File: config.mk
export PLATFORM = sky130hd
export DESIGN_NAME = debug_capture_framer
export DESIGN_NICKNAME = d
export VERILOG_FILES = /design/src/rtl/debug_capture_framer.sv
export SDC_FILE = /design/constraint.sdc
export NUM_CORES = 1
export LEC_CHECK = 0
export CAP_MARGIN = 20
export CORE_AREA = 3 3 160 147
export DETAILED_ROUTE_END_ITERATION = 7
export DIE_AREA = 0 0 163 150
export PLACE_DENSITY_LB_ADDON = 0.15
export SYNTH_ARGS = -nofsm -noshare
export SYNTH_HDL_FRONTEND = slang
export SYNTH_SLANG_ARGS = --single-unit
File: constraint.sdc
create_clock -name clk -period 6.45 [get_ports clk]
set_clock_uncertainty 0.1 [all_clocks]
set_input_delay 0.645 -clock clk [delete_from_list [all_inputs] [get_ports clk]]
set_output_delay 0.645 -clock clk [all_outputs]
set_load 0.03 [all_outputs]
File: src/rtl/debug_capture_framer.sv
// Debug snapshot framer: picks one debug channel and writes framed bursts
// (header, FRAME_LEN samples, trailer) into a downstream FIFO write port.
// Frames start free-running, on an armed single shot, or on a value change.
module debug_capture_framer #(
  parameter int DATA_W     = 32,
  parameter int NUM_CH     = 4,
  parameter int FRAME_LEN  = 1024,
  parameter int FIFO_DEPTH = 4096,
  parameter int USEDW_W    = 13
) (
  input  logic                     clk,
  input  logic                     reset,
  input  logic [NUM_CH*DATA_W-1:0] debug_in,
  input  logic [7:0]               chan_sel,
  input  logic [1:0]               mode,
  input  logic                     arm,
  input  logic [USEDW_W-1:0]       fifo_wrusedw,
  output logic                     fifo_wrreq,
  output logic [DATA_W-1:0]        fifo_data,
  output logic                     busy,
  output logic [15:0]              frame_seq,
  output logic [15:0]              drop_count
);

  // Highest fill level that still leaves space for one complete frame.
  localparam int ROOM_MAX = FIFO_DEPTH - (FRAME_LEN + 2);
  localparam int CNT_W    = (FRAME_LEN > 1) ? $clog2(FRAME_LEN) : 1;

  localparam logic [1:0] MODE_FREE   = 2'b00;
  localparam logic [1:0] MODE_SINGLE = 2'b01;
  localparam logic [1:0] MODE_CHANGE = 2'b10;

  typedef enum logic [2:0] {
    S_IDLE,
    S_HEADER,
    S_PAYLOAD,
    S_TRAILER,
    S_GAP
  } state_t;

  state_t             state, state_n;
  logic [7:0]         live_ch;
  logic [7:0]         ch_q, ch_n;
  logic [DATA_W-1:0]  live_word;
  logic [DATA_W-1:0]  frame_word;
  logic [DATA_W-1:0]  header_word;
  logic [CNT_W-1:0]   cnt_q, cnt_n;
  logic [1:0]         gap_q, gap_n;
  logic [7:0]         chan_sel_q;
  logic               prev_valid;
  logic [DATA_W-1:0]  prev_word;
  logic               arm_pending;
  logic               room;
  logic               change_hit;
  logic               trigger;
  logic               start;
  logic               wrreq_n;
  logic [DATA_W-1:0]  data_n;
  logic               seq_inc;

  // Out-of-range channel selects fall back to channel 0.
  assign live_ch     = ({1'b0, chan_sel} < 9'(NUM_CH)) ? chan_sel : 8'd0;
  assign live_word   = debug_in[live_ch*DATA_W +: DATA_W];
  assign frame_word  = debug_in[ch_q*DATA_W +: DATA_W];
  assign header_word = DATA_W'({8'hA5, live_ch, frame_seq});
  assign room        = (32'(fifo_wrusedw) <= 32'(ROOM_MAX));

  // A channel switch invalidates the stored value for the cycle it happens,
  // so the first sample of the new channel never counts as a change.
  assign change_hit = prev_valid && (chan_sel == chan_sel_q) &&
                      (mode == MODE_CHANGE) && (live_word != prev_word);

  // Start condition for the current mode; only acted upon in IDLE with room.
  always_comb begin
    trigger = 1'b0;
    case (mode)
      MODE_FREE:   trigger = 1'b1;
      MODE_SINGLE: trigger = arm_pending;
      MODE_CHANGE: trigger = change_hit;
      default:     trigger = 1'b0;
    endcase
    start = (state == S_IDLE) && room && trigger;
  end

  // State register.
  always_ff @(posedge clk) begin
    if (reset) state <= S_IDLE;
    else       state <= state_n;
  end

  // Next state and the next value of each registered output.
  always_comb begin
    // NOTE: every signal written here gets a default first so no latch is inferred.
    state_n = state;
    wrreq_n = 1'b0;
    data_n  = fifo_data;
    ch_n    = ch_q;
    cnt_n   = cnt_q;
    gap_n   = gap_q;
    seq_inc = 1'b0;
    case (state)
      S_IDLE: begin
        if (start) begin
          state_n = S_HEADER;
          wrreq_n = 1'b1;
          data_n  = header_word;
          ch_n    = live_ch;
        end
      end
      S_HEADER: begin
        state_n = S_PAYLOAD;
        wrreq_n = 1'b1;
        data_n  = frame_word;
        cnt_n   = '0;
      end
      S_PAYLOAD: begin
        wrreq_n = 1'b1;
        if (cnt_q == CNT_W'(FRAME_LEN - 1)) begin
          state_n = S_TRAILER;
          data_n  = '1;
        end else begin
          data_n = frame_word;
          cnt_n  = cnt_q + 1'b1;
        end
      end
      S_TRAILER: begin
        state_n = S_GAP;
        gap_n   = 2'd0;
        seq_inc = 1'b1;
      end
      S_GAP: begin
        if (gap_q == 2'd2) state_n = S_IDLE;
        else               gap_n   = gap_q + 2'd1;
      end
      default: state_n = S_IDLE;
    endcase
  end

  // Output registers, frame bookkeeping, arm and change tracking.
  always_ff @(posedge clk) begin
    // NOTE: non-blocking assignments so every register here samples pre-edge values.
    if (reset) begin
      fifo_wrreq  <= 1'b0;
      fifo_data   <= '0;
      busy        <= 1'b0;
      frame_seq   <= 16'd0;
      drop_count  <= 16'd0;
      ch_q        <= 8'd0;
      cnt_q       <= '0;
      gap_q       <= 2'd0;
      arm_pending <= 1'b0;
      prev_valid  <= 1'b0;
      prev_word   <= '0;
      chan_sel_q  <= 8'd0;
    end else begin
      fifo_wrreq <= wrreq_n;
      fifo_data  <= data_n;
      busy       <= (state_n != S_IDLE);
      ch_q       <= ch_n;
      cnt_q      <= cnt_n;
      gap_q      <= gap_n;
      if (seq_inc) frame_seq <= frame_seq + 16'd1;
      if (change_hit && !start && (drop_count != 16'hFFFF))
        drop_count <= drop_count + 16'd1;
      // A single-shot start consumes the request; arms seen in that same
      // cycle fold into the frame being started.
      if (start && (mode == MODE_SINGLE))
        arm_pending <= 1'b0;
      else if (arm && (mode == MODE_SINGLE))
        arm_pending <= 1'b1;
      prev_word  <= live_word;
      prev_valid <= 1'b1;
      chan_sel_q <= chan_sel;
    end
  end

endmodule
Yosys cells after proc, flatten, opt, wreduce, memory -nomap -nowiden
Cells that the tools add are included.
W data, S select, Z words.
- word-level logic and storage cells: 74
- output and inout bits: 66
- register bits: 131
- input bits: 154
- reductions and logical operators: 22
- multiplexer cells: 17
- add/subtract/negate cells: 4
- magnitude comparators: 2
- shifts and indexed selects: 2
- equal/unequal tests: 14
- operators with widths (kind ; number):
    $shiftx A128 B14 Y32 ; 2
    $pmux W32 S3 ; 1
    $mux W32 ; 2
    $add A16 B1 Y16 const B ; 2
    $ne A32 B32 Y1 ; 1
    $pmux W10 S2 ; 1
    $ne A16 B16 Y1 const B ; 1
    $pmux W3 S5 ; 1
    $le A13 B12 Y1 const B ; 1
    $add A10 B1 Y10 const B ; 1
    $eq A10 B10 Y1 const B ; 1
    $mux W10 ; 1
    $logic_and A1 B1 Y1 ; 9
    $mux W3 ; 3
    $eq A8 B8 Y1 ; 1
    $lt A8 B3 Y1 const B ; 1
    $mux W8 ; 1
    $reduce_and A2 Y1 ; 4
    $eq A3 B2 Y1 const B ; 2
    $ne A2 B2 Y1 const B ; 3
    $reduce_bool A3 Y1 ; 2
    $eq A2 B2 Y1 const B ; 2
    $pmux W2 S2 ; 1
    $reduce_bool A2 Y1 ; 2
    other kinds (12) ; 15

Depth between registers and ports, before layout
Gate-level depths: netlist of the first run.
- word-level depth: 10
- gate-level depth with buffers: 13
- mapped depth without buffers: 9

Worst setup path after synthesis of the first run
OpenSTA, ideal clock, no wires.
- path type: input to register
- from: in chan_sel[0]
- to: reg drop_count[11]
- library setup time: 0.123 ns
- required time: 6.227 ns
- cell stages on the path: 12
- path slack: 2.999 ns
- buffers on the path: 4
- arrival time: 3.228 ns
- cells stage by stage: buf_2 buf_2 buf_1 mux2_2 o221a_2 xor2_1 nor4_1 nand4_1 o21ai_2 buf_6 nor4_1 mux2_1
- longest elaborated chain between the ends: 10
- elaborated cells between the ends (all ways): 13
- those cells by class: order compare: 1; eq/ne: 2; shift: 1; mux: 2; reduce/logical: 7
- RTL lines (element ; RTL line ; text):
    start, declared ; 14 ; input logic [7:0] chan_sel,
    $lt A8 B3 Y1 ; 62 ; assign live_ch = ({1'b0, chan_sel} < 9'(NUM_CH)) ? chan_sel : 8'd0;
    $mux W8 ; 62 ;
    $shiftx A128 B14 Y32 ; 63 ; assign live_word = debug_in[live_ch*DATA_W +: DATA_W];
    $ne A32 B32 Y1 ; 71 ; (mode == MODE_CHANGE) && (live_word != prev_word);
    $logic_and A1 B1 Y1 * ; 71 ;
    $pmux W1 S3 ; 76 ; case (mode)
    $logic_and A1 B1 Y1 ; 82 ; start = (state == S_IDLE) && room && trigger;
    $logic_not A1 Y1 ; 163 ; if (change_hit && !start && (drop_count != 16'hFFFF))
    $logic_and A1 B1 Y1 * (2 in series) ; 163 ;
    end signal, assigned ; 164 ; drop_count <= drop_count + 16'd1;
    end, declared ; 22 ; output logic [15:0] drop_count
Every way passes the cells marked *; elsewhere a longest branch is shown, timed or not.
A chain may end at the register's enable or synchronous reset.

Worst setup path in the final report of the first run
- from: in chan_sel[4]
- to: reg drop_count[9]
Same word-level chain as after synthesis.

==> impl_metrics.toml, run 1 <==
[hold_path]
hp-class = "reg2reg"

[cells_and_area]
final_common_cell = "clkdlybuf4s50_1"
drive_gt1_share_pct = 15.8
fillers = 2082
final_net_count = 1161
final_util_pct = 48.1
layout_common_cells = "clkdlybuf4s50_1, dfxtp_1, nor3_1"
area_growth_pct = 39.0

[global_routing]
overflow = 0
grt_pass1_wl_um = 40500
track_usage_pct = 21.4
grt_antenna_before_repair = 2
grt_max_degree = 62
grt_pass1_vias = 7042

[floorplan]
start_util_pct = 34.6
die_w_um = 163
ioPinCount = 220
dieArea_mm2 = 0.0245
core-area_mm2 = 0.0221
row_count = 52
die_height_um = 150

[logic_synthesis]
postSynthAreaPerCell_um2 = 9.30
postSynth.asyncResetShare_pct = 0
syn-cell-area_mm2 = 0.00765
ys_top_cells_by_area = "dfxtp_1, mux4_2, xor2_1"
synth_nets = 981
yosysTopAreaCell = "dfxtp_1"
synth_edf_count = 0
syn_inst = 823
yosys_register_bits = 127
yosysTopAreaCellShare_pct = 33.2
synthFlopType = "dfxtp_1"
yosysUniqueCellTypes = 57
ys_warn_count = 0
seq_area_frac_synth_pct = 33.2

[setup_path]
crit_type = "in2reg"
crit_path_top_delay_cell = "o21ai_2"
crit_buf_inv = 2
crit_top_cell = "nor4_1"
cp.required_ps = 6650
crit_chain = "clkdlybuf4s50_1, nor4_4, buf_4, nand3_2, o221a_2, xor2_1, nor4_1, nand4_1, o21ai_2, nor4_1, mux2_1"
max_stage_delay_ps = 830
rrSetupSlack_ps = 3480
critPathArrivalTime_ps = 5260
end_kind = "register"
crit_fanout = 33
cp_top_family = "simple AND/OR/NAND/NOR gates"
worstSetupStartpointType = "primary input"

[power_and_ir_drop]
switchingPower_mw = 0.588
p_clk_share_pct = 44.2
pwr-share-comb_pct = 18.3
power.density_mw_per_mm2 = 210
seqPwrFrac_pct = 37.5
vdd_ir_drop_max_uv = 180
total_power_mw = 2.23
leakagePower_nw = 3.79
p_int_mw = 1.64
sw_frac_of_total_pct = 26.3

[clocking]
htree_num_levels = 4
path_clk_slew_ps = 60
cts_tree = "done"
cts.sinks = 127
cts.repair.resized = 0
numCtsBuffers = 17
cts_buffer_depth = 2
root_buffer = "clkbuf_16"
ctsHoldBuffers = 0
cts_setup_buffers = 0
clock_latency_ps = 420

[timing]
post-route-min-period_ps = 5060
finalCritPeriodShare_pct = 78.5
finalSetupViolations = 0
whs_ps = 361
relSlewSlack_pct = 33.0
worst_pin_slew_ps = 997
drv_slew = 0
report.final.hold_viol_count = 0
fmax_mhz = 198
rsz0062_at_grt = "no"
final.setup.tns_ps = 0

[drt]
vias_per_cell = 5.48
wl_per_cell_um = 19.9
drc_errors = 0
dr.first_iter.drc_count = 478
vias = 7203
finalWirelength_um = 26100
postRouteAntennaNets = 0
firstDrtPassIters = 4

[placed_design]
gp_congestion = 0.843
dp.final_hpwl_um = 19600
numPortBuffers = 219

[status]
status = "finished, final reports clean"

[run]
maxCapViolations = 0
## cell usage after synthesis, types with 17 or more instances
library cell  instances
nor3_1               68
o221a_2              18
nor2b_1              20
buf_2                19
a211oi_1             20
a21oi_1              27
inv_1                38
dfxtp_1             127
mux4_2               32
xor2_1               52
mux2_2               31
a221oi_1             17
a41oi_1              31
clkbuf_1             42
and2_1               23
nor2_1               54
nand2_1              27
## sequential cells by signal, summed over array words and instances, names as in the netlist
name / flops
cnt_q: 10
ch_q: 4
drop_count: 16
busy: 1
fifo_wrreq: 1
prev_word: 32
state: 3
gap_q: 2
fifo_data: 32
frame_seq: 16
prev_valid: 1
chan_sel_q: 8
arm_pending: 1
## cell families after synthesis
group / share of synthesized area (%)
AOI/OAI and AO/OA: 18.9
xor gates and xnor gates: 6.87
adders and majority gates: 0.654
buffers and inverters: 5.95
DFF: 33.2
muxes: 15.4
and+or+nand+nor: 19.0
## final cells by class
class | count | area [um^2] | area share (%)
inverter | 38 | 143 | 1.34
multi-input combinational | 585 | 4670 | 43.9
antenna | 1 | 2.50 | 0.0235
clock inverter | 13 | 163 | 1.53
sequential | 127 | 2540 | 23.9
tap | 297 | 372 | 3.49
timing repair buffer | 234 | 2300 | 21.6
clock buffer | 19 | 443 | 4.16
## stage by stage
| step | cells | setup WS, ps | cell area, um^2 |
|---|---|---|---|
| after floorplan | 823 | 3000 | 7650 |
| after global placement | 1280 | 1030 | 10000 |
| after detailed placement | 1280 | 1010 | 10000 |
| after CTS | 1312 | 1450 | 10600 |
| after global routing | 1314 | 1080 | 10600 |
| final | 1314 | 1390 | 10600 |
## power groups by stage
stage,Sequential (mW),Combinational [mW],Clock (mW)
floorplan,0.884,0.176,0
global placement,0.855,0.406,0
detailed placement,0.854,0.407,0
CTS,0.837,0.408,1.00
global route,0.840,0.438,1.04
finish,0.837,0.408,0.987
## final timing paths
kind                                            startpoint                         end  cells past startpoint
worst min-delay path            fifo_data[29]$_SDFFE_PP0P_  fifo_data[29]$_SDFFE_PP0P_                      1
worst max-delay path                           chan_sel[4]  drop_count[9]$_SDFFE_PP0P_                     11
worst min register to register  fifo_data[29]$_SDFFE_PP0P_  fifo_data[29]$_SDFFE_PP0P_                      1
worst max register to register  drop_count[3]$_SDFFE_PP0P_  drop_count[0]$_SDFFE_PP0P_                      9
## layer usage
layer / global-route usage, % / vias up / routed length (um)
li1: - / 3473 / -
met1: 29.6 / 3456 / 12100
met2: 32.8 / 243 / 11900
met3: 5.51 / 29 / 1730
met4: 6.38 / 2 / 425
met5: 0 / - / 13
Note: power is estimated with default switching activity, not from simulation.
==> inputs of run 2 (changes only) <==
- clock period: 6.45 -> 4.8 ns (I/O delays scaled with it)
==> run 2 against run 1 <==
Against the previous run:
- hold slack better by 10 ps
- largest power group unchanged
- non-clock buffer count increased by 3
- flip-flop and latch count did not move
- utilization rose by 0.54 points
- critical path depth rose by 1
- total power grew 40%
- register-to-register slack worse by 1600 ps
- cell area rose by 1.1%
- critical endpoint is now fifo_data[15]$_SDFFE_PP0P_
==> impl_metrics.toml, run 2 (synthesis gave the netlist of run 1 again) <==
[placed_design]
dp.final_hpwl_um = 19200
gp_congestion = 0.830
numPortBuffers = 219
dpl.cell_count = 1283
place_area_mm2 = 0.0101

[drt]
finalWirelength_um = 26200
drc_errors = 0
wl_per_cell_um = 19.9
postRouteAntennaNets = 0
vias = 7209
firstDrtPassIters = 5
vias_per_cell = 5.48
dr.first_iter.drc_count = 519

[timing]
finalSetupViolations = 0
report.final.hold_viol_count = 0
worst_pin_slew_ps = 1020
relSlewSlack_pct = 32.0
drv_slew = 0
finalCritPeriodShare_pct = 77.6
rsz0062_at_grt = "no"
final.setup.tns_ps = 0
post-route-min-period_ps = 3730
fmax_mhz = 268

[setup_path]
end_kind = "register"
crit_fanout = 32
ff2ff_path_depth = 6
r2r-start = "state[2]$_SDFF_PP0_"
crit_path_top_delay_cell = "or4_4"
worstSetupStartpointType = "primary input"
endpoint = "fifo_data[15]$_SDFFE_PP0P_"
cp.required_ps = 5020
worstSetupStartpoint = "chan_sel[5]"
cp.depth = 12
crit_top_cell = "buf_4"
crit_type = "in2reg"
critPathArrivalTime_ps = 3950
timing.rr.end = "cnt_q[5]$_SDFFE_PP0P_"
rrSetupSlack_ps = 1920
max_stage_delay_ps = 540
crit_chain = "clkdlybuf4s50_1, nor4_4, buf_4, a31oi_1, a21oi_1, xnor2_1, nand4_1, or4_4, o21ai_1, nand2_1, buf_4, a211oi_1"
cp_top_family = "simple AND/OR/NAND/NOR gates"
crit_buf_inv = 3

[cells_and_area]
layout_common_cells = "clkdlybuf4s50_1, dfxtp_1, nor3_1"
reg_top3 = "fifo_data: 32 flops, prev_word: 32 flops"
finalInstanceArea_mm2 = 0.0108
area_growth_pct = 40.5
drive_gt1_share_pct = 16.1
final_common_cell = "clkdlybuf4s50_1"
stdcell_count = 1316
final_net_count = 1164
final_util_pct = 48.6

[power_and_ir_drop]
vdd_ir_drop_max_uv = 254
total_power_mw = 3.13
power.density_mw_per_mm2 = 291
switchingPower_mw = 0.793
sw_frac_of_total_pct = 25.4
leakagePower_nw = 3.84
p_clk_share_pct = 46.3
pwr-share-comb_pct = 17.7
seqPwrFrac_pct = 36.0
p_int_mw = 2.33

[clocking]
root_buffer = "clkbuf_16"
htree_num_levels = 4
numCtsBuffers = 17
clock_latency_ps = 410
ctsHoldBuffers = 0
cts_setup_buffers = 0
cts_buffer_depth = 2
cts.sinks = 127
cts.repair.resized = 0
cts_tree = "done"
path_clk_slew_ps = 60

[hold_path]
hp-class = "reg2reg"

[floorplan]
die_w_um = 163
core-area_mm2 = 0.0221
dieArea_mm2 = 0.0245
ioPinCount = 220
die_height_um = 150
row_count = 52
start_util_pct = 34.6

[global_routing]
overflow = 0
grt_pass1_vias = 7118
grt_antenna_before_repair = 1
grt_pass1_wl_um = 41100
grt_max_degree = 102
track_usage_pct = 21.5

[run]
maxCapViolations = 0

[status]
status = "finished, final reports clean"
-- run 2: cell types whose count changed in the layout (fill, tap and decap cells not counted), sizes merged --
cell    change
buf         +3
bufinv      +2
clkinv      -3
-- run 2: final cells by class --
class,count,area [um^2]
antenna,1,2.50
clock buffer,19,453
clock inverter,12,208
fill,2162,11400
inverter,38,143
multi-input combinational,585,4670
sequential,127,2540
tap,297,372
timing repair buffer,237,2360
-- run 2: power groups by stage --
stage          logic, mW  clock network, mW  registers [mW]
2_1_floorplan      0.237                  0            1.19
3_3_place_gp       0.546                  0            1.15
3_5_place_dp       0.549                  0            1.15
4_1_cts            0.552               1.47            1.13
5_1_grt            0.594               1.52            1.13
6_report           0.552               1.45            1.13
-- run 2: metrics by stage --
step	hold slack [ps]	worst slack, ps
after CTS	377	1060
after global placement	359	712
final	371	1070
after global routing	391	732
after floorplan	354	1510
after detailed placement	363	630
-- run 2: layer usage --
| layer | vias to the layer above | global-route usage (%) | share of wire [%] |
|---|---|---|---|
| met3 | 22 | 4.29 | 6.4 |
| met5 | - | 0 | 0 |
| met2 | 251 | 32.4 | 45 |
| li1 | 3482 | - | - |
| met4 | 0 | 5.16 | 1.3 |
| met1 | 3454 | 31.7 | 47 |
-- run 2: how the worst min path moves through the flow --
stage / startpoint / to / cells after the start
3_3_place_gp: fifo_data[31]$_SDFFE_PP0P_ / fifo_data[31]$_SDFFE_PP0P_ / 1
4_1_cts: fifo_data[29]$_SDFFE_PP0P_ / fifo_data[29]$_SDFFE_PP0P_ / 1
5_1_grt: fifo_data[29]$_SDFFE_PP0P_ / fifo_data[29]$_SDFFE_PP0P_ / 1
2_1_floorplan: cnt_q[5]$_SDFFE_PP0P_ / cnt_q[5]$_SDFFE_PP0P_ / 2
6_report: fifo_data[29]$_SDFFE_PP0P_ / fifo_data[29]$_SDFFE_PP0P_ / 1
3_5_place_dp: fifo_data[29]$_SDFFE_PP0P_ / fifo_data[29]$_SDFFE_PP0P_ / 1
